===== src/rtl/alu_issue_ctrl.sv =====
// rtl/alu_issue_ctrl.sv - EX-stage ALU issue/capture controller
// Decodes ALUOp/funct, holds ALU operands for the op latency, registers result.
module alu_issue_ctrl #(
  parameter int DATA_W     = 32,
  parameter int MULDIV_LAT = 4
) (
  input  logic              clk,
  input  logic              reset,
  input  logic              in_valid,
  output logic              in_ready,
  input  logic [1:0]        alu_op,
  input  logic [5:0]        funct,
  input  logic [DATA_W-1:0] src_a,
  input  logic [DATA_W-1:0] src_b,
  output logic [DATA_W-1:0] alu_a,
  output logic [DATA_W-1:0] alu_b,
  output logic [3:0]        alu_ctrl,
  input  logic [DATA_W-1:0] alu_out,
  input  logic              alu_zero,
  output logic              out_valid,
  input  logic              out_ready,
  output logic [DATA_W-1:0] out_result,
  output logic              out_zero,
  output logic              out_illegal
);

  typedef enum logic {IDLE, EXEC} state_t;

  localparam logic [3:0] LAT_M1 = 4'(MULDIV_LAT - 1);

  state_t     state, state_nxt;
  logic [3:0] cnt;
  logic       ill_q;
  logic [3:0] dec_ctrl;
  logic       dec_ill;
  logic       accept;
  logic       capture;

  always_comb begin
    dec_ctrl = 4'b0100;
    dec_ill  = 1'b0;
    case (alu_op)
      2'b00: dec_ctrl = 4'b0010;
      2'b01: dec_ctrl = 4'b0110;
      2'b11: dec_ctrl = 4'b0001;
      default: begin
        case (funct)
          6'b100000: dec_ctrl = 4'b0010;
          6'b100010: dec_ctrl = 4'b0110;
          6'b100100: dec_ctrl = 4'b0000;
          6'b100101: dec_ctrl = 4'b0001;
          6'b100111: dec_ctrl = 4'b1100;
          6'b101010: dec_ctrl = 4'b0111;
          6'b011010: dec_ctrl = 4'b1110;
          6'b011000: dec_ctrl = 4'b1111;
          default: begin
            dec_ctrl = 4'b0100;
            dec_ill  = 1'b1;
          end
        endcase
      end
    endcase
  end

  always_comb begin
    state_nxt = state;
    in_ready  = 1'b0;
    accept    = 1'b0;
    capture   = 1'b0;
    case (state)
      IDLE: begin
        in_ready = 1'b1;
        if (in_valid) begin
          accept    = 1'b1;
          state_nxt = EXEC;
        end
      end
      EXEC: begin
        // Capture only once the hold count expires and the output slot is free.
        if (cnt == 4'd0 && (!out_valid || out_ready)) begin
          capture   = 1'b1;
          state_nxt = IDLE;
        end
      end
      default: state_nxt = IDLE;
    endcase
  end

  always_ff @(posedge clk) begin
    if (reset) state <= IDLE;
    else       state <= state_nxt;
  end

  always_ff @(posedge clk) begin
    if (reset) begin
      cnt         <= 4'd0;
      alu_a       <= '0;
      alu_b       <= '0;
      alu_ctrl    <= 4'd0;
      ill_q       <= 1'b0;
      out_valid   <= 1'b0;
      out_result  <= '0;
      out_zero    <= 1'b0;
      out_illegal <= 1'b0;
    end else begin
      if (accept) begin
        alu_a    <= src_a;
        alu_b    <= src_b;
        alu_ctrl <= dec_ctrl;
        ill_q    <= dec_ill;
        cnt      <= (dec_ctrl[3:1] == 3'b111) ? LAT_M1 : 4'd0;
      end else if (state == EXEC && cnt != 4'd0) begin
        cnt <= cnt - 4'd1;
      end

      if (capture) begin
        out_valid   <= 1'b1;
        out_result  <= alu_out;
        out_zero    <= alu_zero;
        out_illegal <= ill_q;
      end else if (out_ready) begin
        out_valid <= 1'b0;
      end
    end
  end

endmodule


===== config.mk =====
export PLATFORM = sky130hd
export DESIGN_NAME = alu_issue_ctrl
export DESIGN_NICKNAME = d
export VERILOG_FILES = /design/src/rtl/alu_issue_ctrl.sv
export SDC_FILE = /design/constraint.sdc
export NUM_CORES = 1
export LEC_CHECK = 0
export ABC_AREA = 0
export ABC_CLOCK_PERIOD_IN_PS = 2000
export BUFFER_PORTS_ARGS = -buffer_cell sky130_fd_sc_hd__buf_2
export CORE_ASPECT_RATIO = 1.4
export CORE_MARGIN = 2
export CORE_UTILIZATION = 46
export CTS_BUF_LIST = sky130_fd_sc_hd__clkbuf_4 sky130_fd_sc_hd__clkbuf_8
export CTS_CLUSTER_DIAMETER = 120
export DETAILED_ROUTE_END_ITERATION = 12
export PLACE_DENSITY = 0.82
export SLEW_MARGIN = 20
export SYNTH_ARGS = -nofsm -noshare
export SYNTH_HDL_FRONTEND = slang
export SYNTH_SLANG_ARGS = --single-unit

===== constraint.sdc =====
create_clock -name clk -period 2 [get_ports clk]
set_clock_uncertainty 0.05 [all_clocks]
set_input_delay 0.2 -clock clk [delete_from_list [all_inputs] [get_ports clk]]
set_output_delay 0.2 -clock clk [all_outputs]
set_load 0.02 [all_outputs]

Yosys cells after proc, flatten, opt, wreduce, memory -nomap -nowiden --
Index checks and enable logic that the tools add are counted.
Operators by class: add/subtract/negate cells 1, equal/unequal tests 11, muxes and demuxes 16, bitwise operators 1, reductions and logical operators 11
Operators by type and width (number):
- 6-bit == test (second input constant) | 6
- 4-bit one-hot mux with 8 select lines | 1
- 6-bit by 5-bit == test with 1-bit output (second input constant) | 2
- 4-bit one-hot mux with 3 select lines | 1
- 1-bit two-way mux | 10
- 4-bit two-way mux | 2
- 8-bit OR reduction | 1
- 4-bit zero test | 1
- 2-bit nonzero test | 2
- 4-bit nonzero test | 1
- 4-bit by 1-bit subtractor with 4-bit output (second input constant) | 1
- 3-bit == test (second input constant) | 1
- 3-bit OR reduction | 1
- 2-bit by 1-bit == test with 1-bit output (second input constant) | 1
- 2-bit == test (second input constant) | 1
- 1-bit logical AND | 2
- 2-bit zero test | 1
- 2-bit two-way mux | 1
- 1-bit one-hot mux with 2 select lines | 1
- 1-bit zero test | 1
- 1-bit logical OR | 1
- 1-bit NOT | 1
Storage, ports and cells: flip-flop bits (word level) 109, output and inout bits 104, word-level logic and storage cells 50

Depth between registers and ports, before layout --
Gate-level depths: netlist (run 1).
depth after elaboration 6, depth in mapped cells 8, depth with buffers taken out 6

Least setup slack after synthesis (run 1) --
No wires, ideal clock.
path type reg-to-reg, start register cnt[0], end register out_result[22], library setup time 132 ps, arrival time 1348 ps, data required time 1818 ps, slack 469 ps, cell stages (with the launch flop) 9, clock period less this slack 1531 ps, cells stage by stage dfxtp_1 inv_1 ha_1 and4bb_1 and2_1 buf_6 buf_6 nand2_1 a21oi_1
Between the ends: cells in the longest elaborated chain, start to end 4
Ends and longest elaborated chain:
- start: declaration | line 32 | logic [3:0] cnt;
- start signal: assignment | line 111 | cnt <= (dec_ctrl[3:1] == 3'b111) ? LAT_M1 : 4'd0;
- start signal: assignment | line 113 | cnt <= cnt - 4'd1;
- 4-bit zero test | line 80 | if (cnt == 4'd0 && (!out_valid || out_ready)) begin
- 1-bit logical AND | line 80
- 1-bit two-way mux | line 80
- 1-bit two-way mux | line 70 | case (state)
- end signal: assignment | line 118 | out_result <= alu_out;
- end: declaration | line 22 | output logic [DATA_W-1:0] out_result,
No other way between the ends. A chain may end at the register's enable or synchronous reset.

Worst setup path after layout (run 1) --
start register cnt[0], end register out_result[18]
Same word-level chain as after synthesis.

==> metrics, run 1 <==
Critical Path RT 2.23 ns; crit path DAT approximately 2.0 ns; register area 2180 sq um; Worst R2R Setup Slack 0.22 ns; Critical R2R Launch cnt[0]; Top Metal Used met4; # setup viols final 0; actual slew at the worst max-slew pin between 0.4 and 0.5 ns; HP Class in2reg; worst-path fanout max 30; PD cells 801 nW/um^2; ANT nets after route 0; Sink Count around 110; dominant synthesized flop cell dfxtp_1; Synth cell types 31; Slew Limit Headroom 71.8%; asr flop ratio synth 0%; Multi-input gate area 1600 sq um; via count between 4000 and 5000; Final GP Congestion slightly below 0.9; Final Hold Viols 0; Static Leak 2.72 nW; Final Critical Period 1.78 ns; crit path capture type register; post-cts resize count 0; initial antenna violation count 0; Core Area 8510 sq um; WS Path Type reg2reg; top-count cell post-synth nand2_1; min-delay src src_a[12]; antenna cells 0; met2 wire len 6270 um; Fmax 563 MHz; vias per cell just over 5; # DRC 0; Setup TNS 0 ns; synth cell count leaders 201 x nand2_1, 109 x dfxtp_1, 102 x a21oi_1; IO Port Bufs approximately 210; Detailed Route WL 11700 um; RSZ-0062 raised after global routing no; die height 114 um; warnings from Yosys 0; Clock Path Buffers 2; FF+latch count, synth 109; DR WL met3 781 um; CTS buffer count 9; grt total ovfl 0; initial DRC count 243; global-route wire length before repair 17800 um; Reg clk slew, reported paths 0.10 ns; Die Width 82.6 um; top cell type by total area after synthesis dfxtp_1; fin nets 858; clk_lat worst skew 0.37 ns; sequential fraction of the synthesis area 54.9%; FF-to-FF End out_result[18]; Initial Util between 40% and 50%; status complete, no violations; Wirelength per Cell 13.7 um; layout cells sized above 1 32.0%; num ports between 200 and 250; Pins Over Slew Limit 0; vias in the first global route just over 4000; max_cap viols 0; Pre-antenna DRT Iters 4; Cells after Synth 504; Startpoint Class register; share of the synthesized area in the top cell type between 50% and 60%; largest net degree at the start of global routing 43; peak supply drop 570 uV; TritonCTS clock tree done; WHS Endpoint alu_a[12]; net count of the mapped netlist slightly above 600; H-Tree Depth 3; syn_area_per_cell 7.89 sq um; Setup Fix Bufs, Post-CTS 0; Area Overhead vs Synth 44.7%; FILL cells slightly below 700; Root Driver clkbuf_8; Register-to-Register Path Depth 7; period utilization roughly nine tenths; GRT Overall Usage about a quarter; dpl hpwl 7700 um; Post-Syn Area 3980 sq um; M1 wire length about 4200 um; Std-Cell Rows 40; total power between 4 and 5 mW; Post-synth EDFFs 0; Synth area leaders dfxtp_1 55%, nand2_1 19%, a21oi_1 13%; hold path depth 3; CTS Hold Bufs 45; die area 9410 sq um
stage by stage:
step	instances	worst slack, ns	util [%]	hold slack [ns]	instance area (sq um)
CTS	858	0.246	67.6	0.0000819	5750
global placement	797	0.402	60.1	0.388	5110
global route	858	0.0695	67.6	0.00360	5750
finish	858	0.224	67.6	0.0151	5750
detailed placement	797	0.273	60.1	0.393	5110
floorplan	504	0.469	-	0.286	3980
state kept, by name, indices dropped and copies added (netlist names):
name / flops
state: 1
ill_q: 1
out_zero: 1
cnt: 4
out_valid: 1
out_illegal: 1
out_result: 32
alu_a: 32
alu_b: 32
alu_ctrl: 4
worst max-delay path, stage by stage (launching register included):
cell	delay, ns
dfxtp_1	0.34
inv_1	0.07
ha_1	0.20
and4bb_1	0.27
and2_1	0.30
buf_12	0.22
nand2_1	0.07
a21oi_1	0.17
report_power, final:
group	total, mW	internal (mW)	switching (mW)
combinational	0.944	0.377	0.566
sequential	2.39	2.32	0.0782
clock	1.27	0.568	0.702
total	4.61	3.26	1.35
worst max path at each step:
| stage | cells past startpoint | endpoint | from |
|---|---|---|---|
| after floorplan | 8 | out_result[22] | cnt[0] |
| after global placement | 7 | out_result[4] | cnt[0] |
| after global routing | 7 | out_result[18] | cnt[0] |
| final | 7 | out_result[18] | cnt[0] |
| after detailed placement | 7 | out_result[5] | cnt[0] |
| after CTS | 7 | out_result[5] | cnt[0] |
per-layer routing:
layer | track usage (%) | up-vias
met4 | 15.0 | 0
met3 | 5.14 | 40
met5 | 0 | -
met2 | 43.4 | 181
li1 | - | 2123
met1 | 25.1 | 1972
layout make-up:
| type | count | area share (%) |
|---|---|---|
| Inverter | 6 | 0.392 |
| Timing Repair Buffer | 268 | 28.2 |
| Multi-Input combinational cell | 354 | 27.9 |
| Clock buffer | 13 | 3.00 |
| Tap cell | 105 | 2.28 |
| Clock inverter | 3 | 0.326 |
| Sequential cell | 109 | 37.9 |
placed cells by master, fill, tap and decap left out, types with 2 or more instances in the layout:
master / n
a211oi_1: 3
buf_2: 211
nor3_1: 3
nand4b_1: 2
clkbuf_8: 12
clkinv_2: 2
a21oi_1: 102
o21ai_0: 3
dlygate4sd3_1: 45
buf_12: 2
and3b_1: 2
a31oi_1: 2
nand2b_1: 4
dfxtp_1: 109
nor2_1: 12
inv_1: 6
nor2b_1: 2
buf_4: 10
nand2_1: 201
a21o_1: 2
nand4_1: 2
kinds of logic after synthesis:
logic type | count (synthesis) | synth area share, %
simple gates | 233 | 23.6
compound gates | 120 | 16.1
flops | 109 | 54.9
buf+inv | 41 | 5.04
fa+ha+maj | 1 | 0.315
Note: power is estimated with default switching activity, not from simulation.
==> run 2: changes to the inputs <==
ABC_AREA = 1   (was 0)
PLACE_DENSITY = 0.81   (was 0.82)
==> run 2 against run 1 <==
- sequential share of layout area increased by 1.1 points
- critical path type unchanged
- sequential power is 5% higher
- total power up 14%
- synthesized cell count grew 4.6%
- first-iteration DRC count is 7.8% lower
- clock-buffer cell count shrank 2
- wire length shrank 5.2%
- via count fell by 2.3%
- setup slack better by 0.14 ns
==> metrics, run 2 <==
Worst R2R Setup Slack 0.37 ns (was 0.22 ns); RSZ-0062 raised after global routing no (unchanged); clk_lat worst skew 0.35 ns (was 0.37 ns); fin nets 856 (was 858); grt total ovfl 0 (unchanged); num ports 213 (unchanged); asr flop ratio synth 0% (unchanged); Clock Path Buffers 2 (unchanged); Fmax 613 MHz (was 563 MHz); HP Class in2reg (unchanged); Final Critical Period 1.63 ns (was 1.78 ns); Wirelength per Cell 13.0 um (was 13.7 um); Std-Cell Rows 40 (unchanged); commonest non-fill, non-tap cells in the layout 212 x buf_2, 204 x nor2_1, 109 x dfxtp_1 (was 211 x buf_2, 201 x nand2_1, 109 x dfxtp_1); Area Overhead vs Synth 38.0% (was 44.7%); dpl hpwl 7420 um (was 7700 um); biggest regs alu_a x32, alu_b x32, out_result x32 (unchanged); actual slew at the worst max-slew pin 0.725 ns (was 0.422 ns); FF+latch count, synth 109 (unchanged); Static Leak 2.86 nW (was 2.72 nW); Final Hold Viols 0 (unchanged); Clock power frac 30.0% (was 27.6%); min-delay src src_a[23] (was src_a[12]); die area 9590 sq um (was 9410 sq um); sequential fraction of the synthesis area 53.8% (was 54.9%); share of the synthesized area in the top cell type 53.8% (was 54.9%); Reg clk slew, reported paths 0.10 ns (about the same); Pins Over Slew Limit 0 (unchanged); initial DRC count 224 (was 243); # setup viols final 0 (unchanged); initial antenna violation count 0 (unchanged); PD cells 941 nW/um^2 (was 801 nW/um^2); Post-synth EDFFs 0 (unchanged); syn_area_per_cell 7.69 sq um (was 7.89 sq um); Comb pwr share 22.4% (was 20.5%); Slew Limit Headroom 51.7% (was 71.8%); Startpoint Class register (unchanged); die height 115 um (was 114 um); Synth area leaders dfxtp_1 54%, nor2_1 19%, o21ai_0 11% (was dfxtp_1 55%, nand2_1 19%, a21oi_1 13%); Reg power frac 47.7% (was 52.0%); Critical Path RT 2.20 ns (was 2.23 ns); status complete, no violations (unchanged); WHS Endpoint alu_a[23] (was alu_a[12]); vias per cell 4.93 (was 5.03); Setup TNS 0 ns (unchanged); FILL cells 734 (was 688); Sink Count 109 (unchanged); global-route wire length before repair 17800 um (about the same); top-count cell post-synth nor2_1 (was nand2_1); crit path DAT 1.83 ns (was 2.01 ns); net count of the mapped netlist 637 (was 614); Synth cell types 26 (was 31); synth cell count leaders 204 x nor2_1, 109 x dfxtp_1, 90 x o21ai_0 (was 201 x nand2_1, 109 x dfxtp_1, 102 x a21oi_1); FF-to-FF End cnt[0] (was out_result[18]); ANT nets after route 0 (unchanged); Register-to-Register Path Depth 5 (was 7); Root Driver clkbuf_8 (unchanged); Cells after Synth 527 (was 504); max_cap viols 0 (unchanged); Util after Layout 65.3% (was 67.6%); GRT Overall Usage 22.6% (was 24.3%); Initial Util 47.4% (was 46.7%); Critical R2R Launch state (was cnt[0]); Sw Ratio 29.5% (was 29.2%); Final GP Congestion 0.779 (was 0.878); Core Area 8560 sq um (was 8510 sq um); Setup Fix Bufs, Post-CTS 0 (unchanged); setup ws final 0.369 ns (was 0.224 ns); vias in the first global route 3963 (was 4118); dominant synthesized flop cell dfxtp_1 (unchanged); layout cells sized above 1 33.1% (was 32.0%); CTS buffer count 9 (unchanged); total power 5.26 mW (was 4.61 mW); warnings from Yosys 0 (unchanged); peak supply drop 703 uV (was 570 uV); TritonCTS clock tree done (unchanged); period utilization 81.6% (was 88.8%); Post-Place Worst Slack 0.371 ns (was 0.273 ns); Die Width 83.3 um (was 82.6 um); largest net degree at the start of global routing 73 (was 43); WS Path Type reg2reg (unchanged); Detailed Route WL 11100 um (was 11700 um); worst-path fanout max 72 (was 30); Post-Syn Area 4050 sq um (was 3980 sq um); # DRC 0 (unchanged); H-Tree Depth 3 (unchanged); Pre-antenna DRT Iters 4 (unchanged); NetSw 1.55 mW (was 1.35 mW); crit path capture type register (unchanged); P_int 3.71 mW (was 3.26 mW); via count 4218 (was 4316); top cell type by total area after synthesis dfxtp_1 (unchanged); IO Port Bufs 212 (unchanged); most common cell after layout, fill and taps aside buf_2 (unchanged); hold path depth 3 (unchanged)
==> run 2: critical path, stage by stage, from the launching register on <==
cell,delay (ns)
dfxtp_1,0.47
nor2_4,0.08
inv_4,0.52
nand2_1,0.13
o21ai_0,0.20
a21oi_1,0.06
==> run 2: routing by layer <==
metal	vias to the layer above	share of wire, %	GRT usage (%)
met5	-	0	0
met4	0	1.8	11.0
met3	17	8.7	6.17
met2	197	50	40.3
met1	1885	39	24.9
li1	2119	-	-
==> run 2: kinds of logic after synthesis <==
kind of cell	count (synthesis)	share of synthesized area, %
buffers and inverters	55	6.45
XOR/XNOR	1	0.216
flip-flops	109	53.8
AND/OR/NAND/NOR	247	24.9
AO/OA/AOI/OAI	114	14.3
adder cells (fa/ha/maj)	1	0.309
==> run 2: power groups by stage <==
stage / Combinational, mW / Clock, mW / Sequential [mW]
floorplan: 0.473 / 0 / 2.82
global placement: 1.11 / 0 / 2.54
detailed placement: 1.14 / 0 / 2.55
CTS: 1.18 / 1.61 / 2.50
global route: 1.30 / 1.71 / 2.53
finish: 1.18 / 1.58 / 2.51
==> run 2: cell type report <==
class	instances	area, sq um	share of cell area, %
clock inverter	4	95.1	1.70
multi-input combinational	363	1610	28.8
clock buffer	11	151	2.71
timing repair buffer	240	1330	23.8
sequential	109	2180	39.0
inverter	23	88.8	1.59
tap	105	131	2.35
antenna	1	2.50	0.0448
==> run 2: how the worst max path moves through the flow <==
stage | slack, ns | startpoint | cells after the start | to
2_1_floorplan | 0.69 | cnt[0] | 8 | out_result[24]
3_3_place_gp | 0.44 | state | 5 | cnt[0]
3_5_place_dp | 0.37 | state | 5 | cnt[0]
4_1_cts | 0.36 | state | 5 | cnt[0]
5_1_grt | 0.18 | state | 4 | cnt[0]
6_report | 0.37 | state | 5 | cnt[0]
==> run 2: metrics by stage <==
stage | instance area [sq um] | instances | hold WS [ns]
final | 5590 | 856 | 0.0225
after global routing | 5590 | 855 | 0.00194
after CTS | 5590 | 855 | 0.000813
after detailed placement | 5100 | 816 | 0.380
after global placement | 5100 | 816 | 0.372
after floorplan | 4050 | 527 | 0.285
==> run 2: timing repair <==
action                    in CTS  in global routing
hold buffers                  24                  0
resized for setup              0                  0
hold endpoints to repair      24                  0
==> run 3: changes to the inputs <==
ABC_CLOCK_PERIOD_IN_PS = 1500   (was 2000)
CORE_UTILIZATION = 42   (was 46)
PLACE_DENSITY = 0.78   (was 0.81)
clock period = 1.5 ns   (was 2 ns; I/O delays follow)
==> run 3 against run 2 <==
- core utilization increased by 2.5 points
- non-clock buffer count increased by 79
- register-to-register slack got worse by 0.28 ns
- clock power increased by 14%
- highest routed layer unchanged
==> metrics, run 3 (synthesis results as in run 2) <==
# setup viols final 0 (unchanged); Final Critical Period 1.41 ns (was 1.63 ns); largest net degree at the start of global routing 70 (was 73); Die Width 87.0 um (was 83.3 um); Register-to-Register Path Depth 8 (was 5); Pre-antenna DRT Iters 7 (was 4); via count 4657 (was 4218); Critical R2R Launch cnt[0] (was state); initial antenna violation count 0 (unchanged); clk_lat worst skew 0.37 ns (was 0.35 ns); TritonCTS clock tree done (unchanged); biggest regs alu_a x32, alu_b x32, out_result x32 (unchanged); GRT Overall Usage 23.8% (was 22.6%); status complete, no violations (unchanged); Setup crit end out_result[30] (was cnt[0]); PD cells 1090 nW/um^2 (was 941 nW/um^2); peak supply drop 557 uV (was 703 uV); setup ws final 0.0924 ns (was 0.369 ns); Detailed Route WL 13100 um (was 11100 um); crit path launch cnt[0] (was state); Static Leak 3.19 nW (was 2.86 nW); max_cap viols 0 (unchanged); total power 6.99 mW (was 5.26 mW); Area Overhead vs Synth 57.5% (was 38.0%); Util after Layout 67.9% (was 65.3%); Initial Util 43.1% (was 47.4%); H-Tree Depth 3 (unchanged); FF-to-FF End out_result[30] (was cnt[0]); Fin Hold WS 0.00221 ns (was 0.0225 ns); Final Hold Viols 0 (unchanged); actual slew at the worst max-slew pin 0.406 ns (was 0.725 ns); IO Port Bufs 212 (unchanged); Wirelength per Cell 13.9 um (was 13.0 um); grt total ovfl 0 (unchanged); period utilization 93.8% (was 81.6%); layout cells sized above 1 31.2% (was 33.1%); Startpoint Class register (unchanged); Sink Count 109 (unchanged); commonest non-fill, non-tap cells in the layout 212 x buf_2, 204 x nor2_1, 109 x dfxtp_1 (unchanged); WS Path Type reg2reg (unchanged); Critical Path RT 1.72 ns (was 2.20 ns); ANT nets after route 0 (unchanged); Reg clk slew, reported paths 0.11 ns (was 0.10 ns); worst-path fanout max 8 (was 72); HP Class in2reg (unchanged); Clock Path Buffers 2 (unchanged); Pins Over Slew Limit 0 (unchanged); num ports 213 (unchanged); most common cell after layout, fill and taps aside buf_2 (unchanged); Slew Limit Headroom 73.0% (was 51.7%); min-delay src alu_out[3] (was src_a[23]); dpl hpwl 7810 um (was 7420 um); die area 10500 sq um (was 9590 sq um); crit path capture type register (unchanged); global-route wire length before repair 20100 um (was 17800 um); fin area 6380 sq um (was 5590 sq um); initial DRC count 183 (was 224); Fmax 710 MHz (was 613 MHz); CTS buffer count 9 (unchanged); die height 120 um (was 115 um); Final GP Congestion 0.796 (was 0.779); vias in the first global route 4426 (was 3963); Post-Place Worst Slack 0.0667 ns (was 0.371 ns); vias per cell 4.95 (was 4.93); antenna cells 0 (was 1); post-place instance area 5210 sq um (was 5100 sq um); Std-Cell Rows 42 (was 40); Root Driver clkbuf_8 (unchanged); Core Area 9410 sq um (was 8560 sq um); fin nets 935 (was 856); Worst R2R Setup Slack 0.09 ns (was 0.37 ns); crit path DAT 1.63 ns (was 1.83 ns); # DRC 0 (unchanged); FILL cells 693 (was 734)
run 3: cell count changes in the layout (fill, tap and decap cells not counted), moves of 3 or more:
cell	change
buf_12	+3
buf_4	+4
dlygate4sd3_1	+70
o21ai_0	-5
o21ai_1	+4
run 3: stage by stage:
stage	TNS, ns	std cells
floorplan	0	527
global placement	0	829
detailed placement	0	829
CTS	0	939
global route	-0.00309	940
finish	0	940
run 3: what timing repair did:
action,in CTS,in global routing
resized for setup,0,8
setup endpoints to repair,0,13
hold buffers,94,0
buffers inserted,0,0
endpoints found under the hold margin,94,0
run 3: worst min-delay path by stage:
| stage | end | depth (start not counted) |
|---|---|---|
| 2_1_floorplan | alu_b[14] | 2 |
| 3_3_place_gp | alu_a[9] | 3 |
| 3_5_place_dp | alu_b[11] | 3 |
| 4_1_cts | out_result[13] | 3 |
| 5_1_grt | out_result[6] | 3 |
| 6_report | out_result[3] | 3 |
run 3: report_power, final:
part           internal, mW  switching [mW]
clock network         0.806           0.989
logic                 0.752            1.09
registers              3.20           0.152
run 3: worst max-delay path, cell delays in order (launching register included):
cell,delay [ns]
dfxtp_1,0.32
inv_1,0.09
ha_1,0.19
nand3_2,0.09
inv_2,0.07
nand3_4,0.10
buf_4,0.18
o21ai_0,0.18
nor2_1,0.05
run 3: per-layer routing:
metal	GRT usage [%]	up-vias	wire, um
met5	0	-	0
met4	11.7	0	448
met3	4.98	41	1020
met2	42.5	235	6720
met1	26.2	2109	4920
li1	-	2272	-
run 3: cell type report:
class                   instances  area, sq um  area share, %
repair buffers                319         2160           33.8
clock buffers                  10          131           2.06
well taps                     110          138           2.16
multi-input cells             363         1610           25.3
inverters                      23         91.3           1.43
clock inverters                 6         71.3           1.12
flip-flops and latches        109         2180           34.2
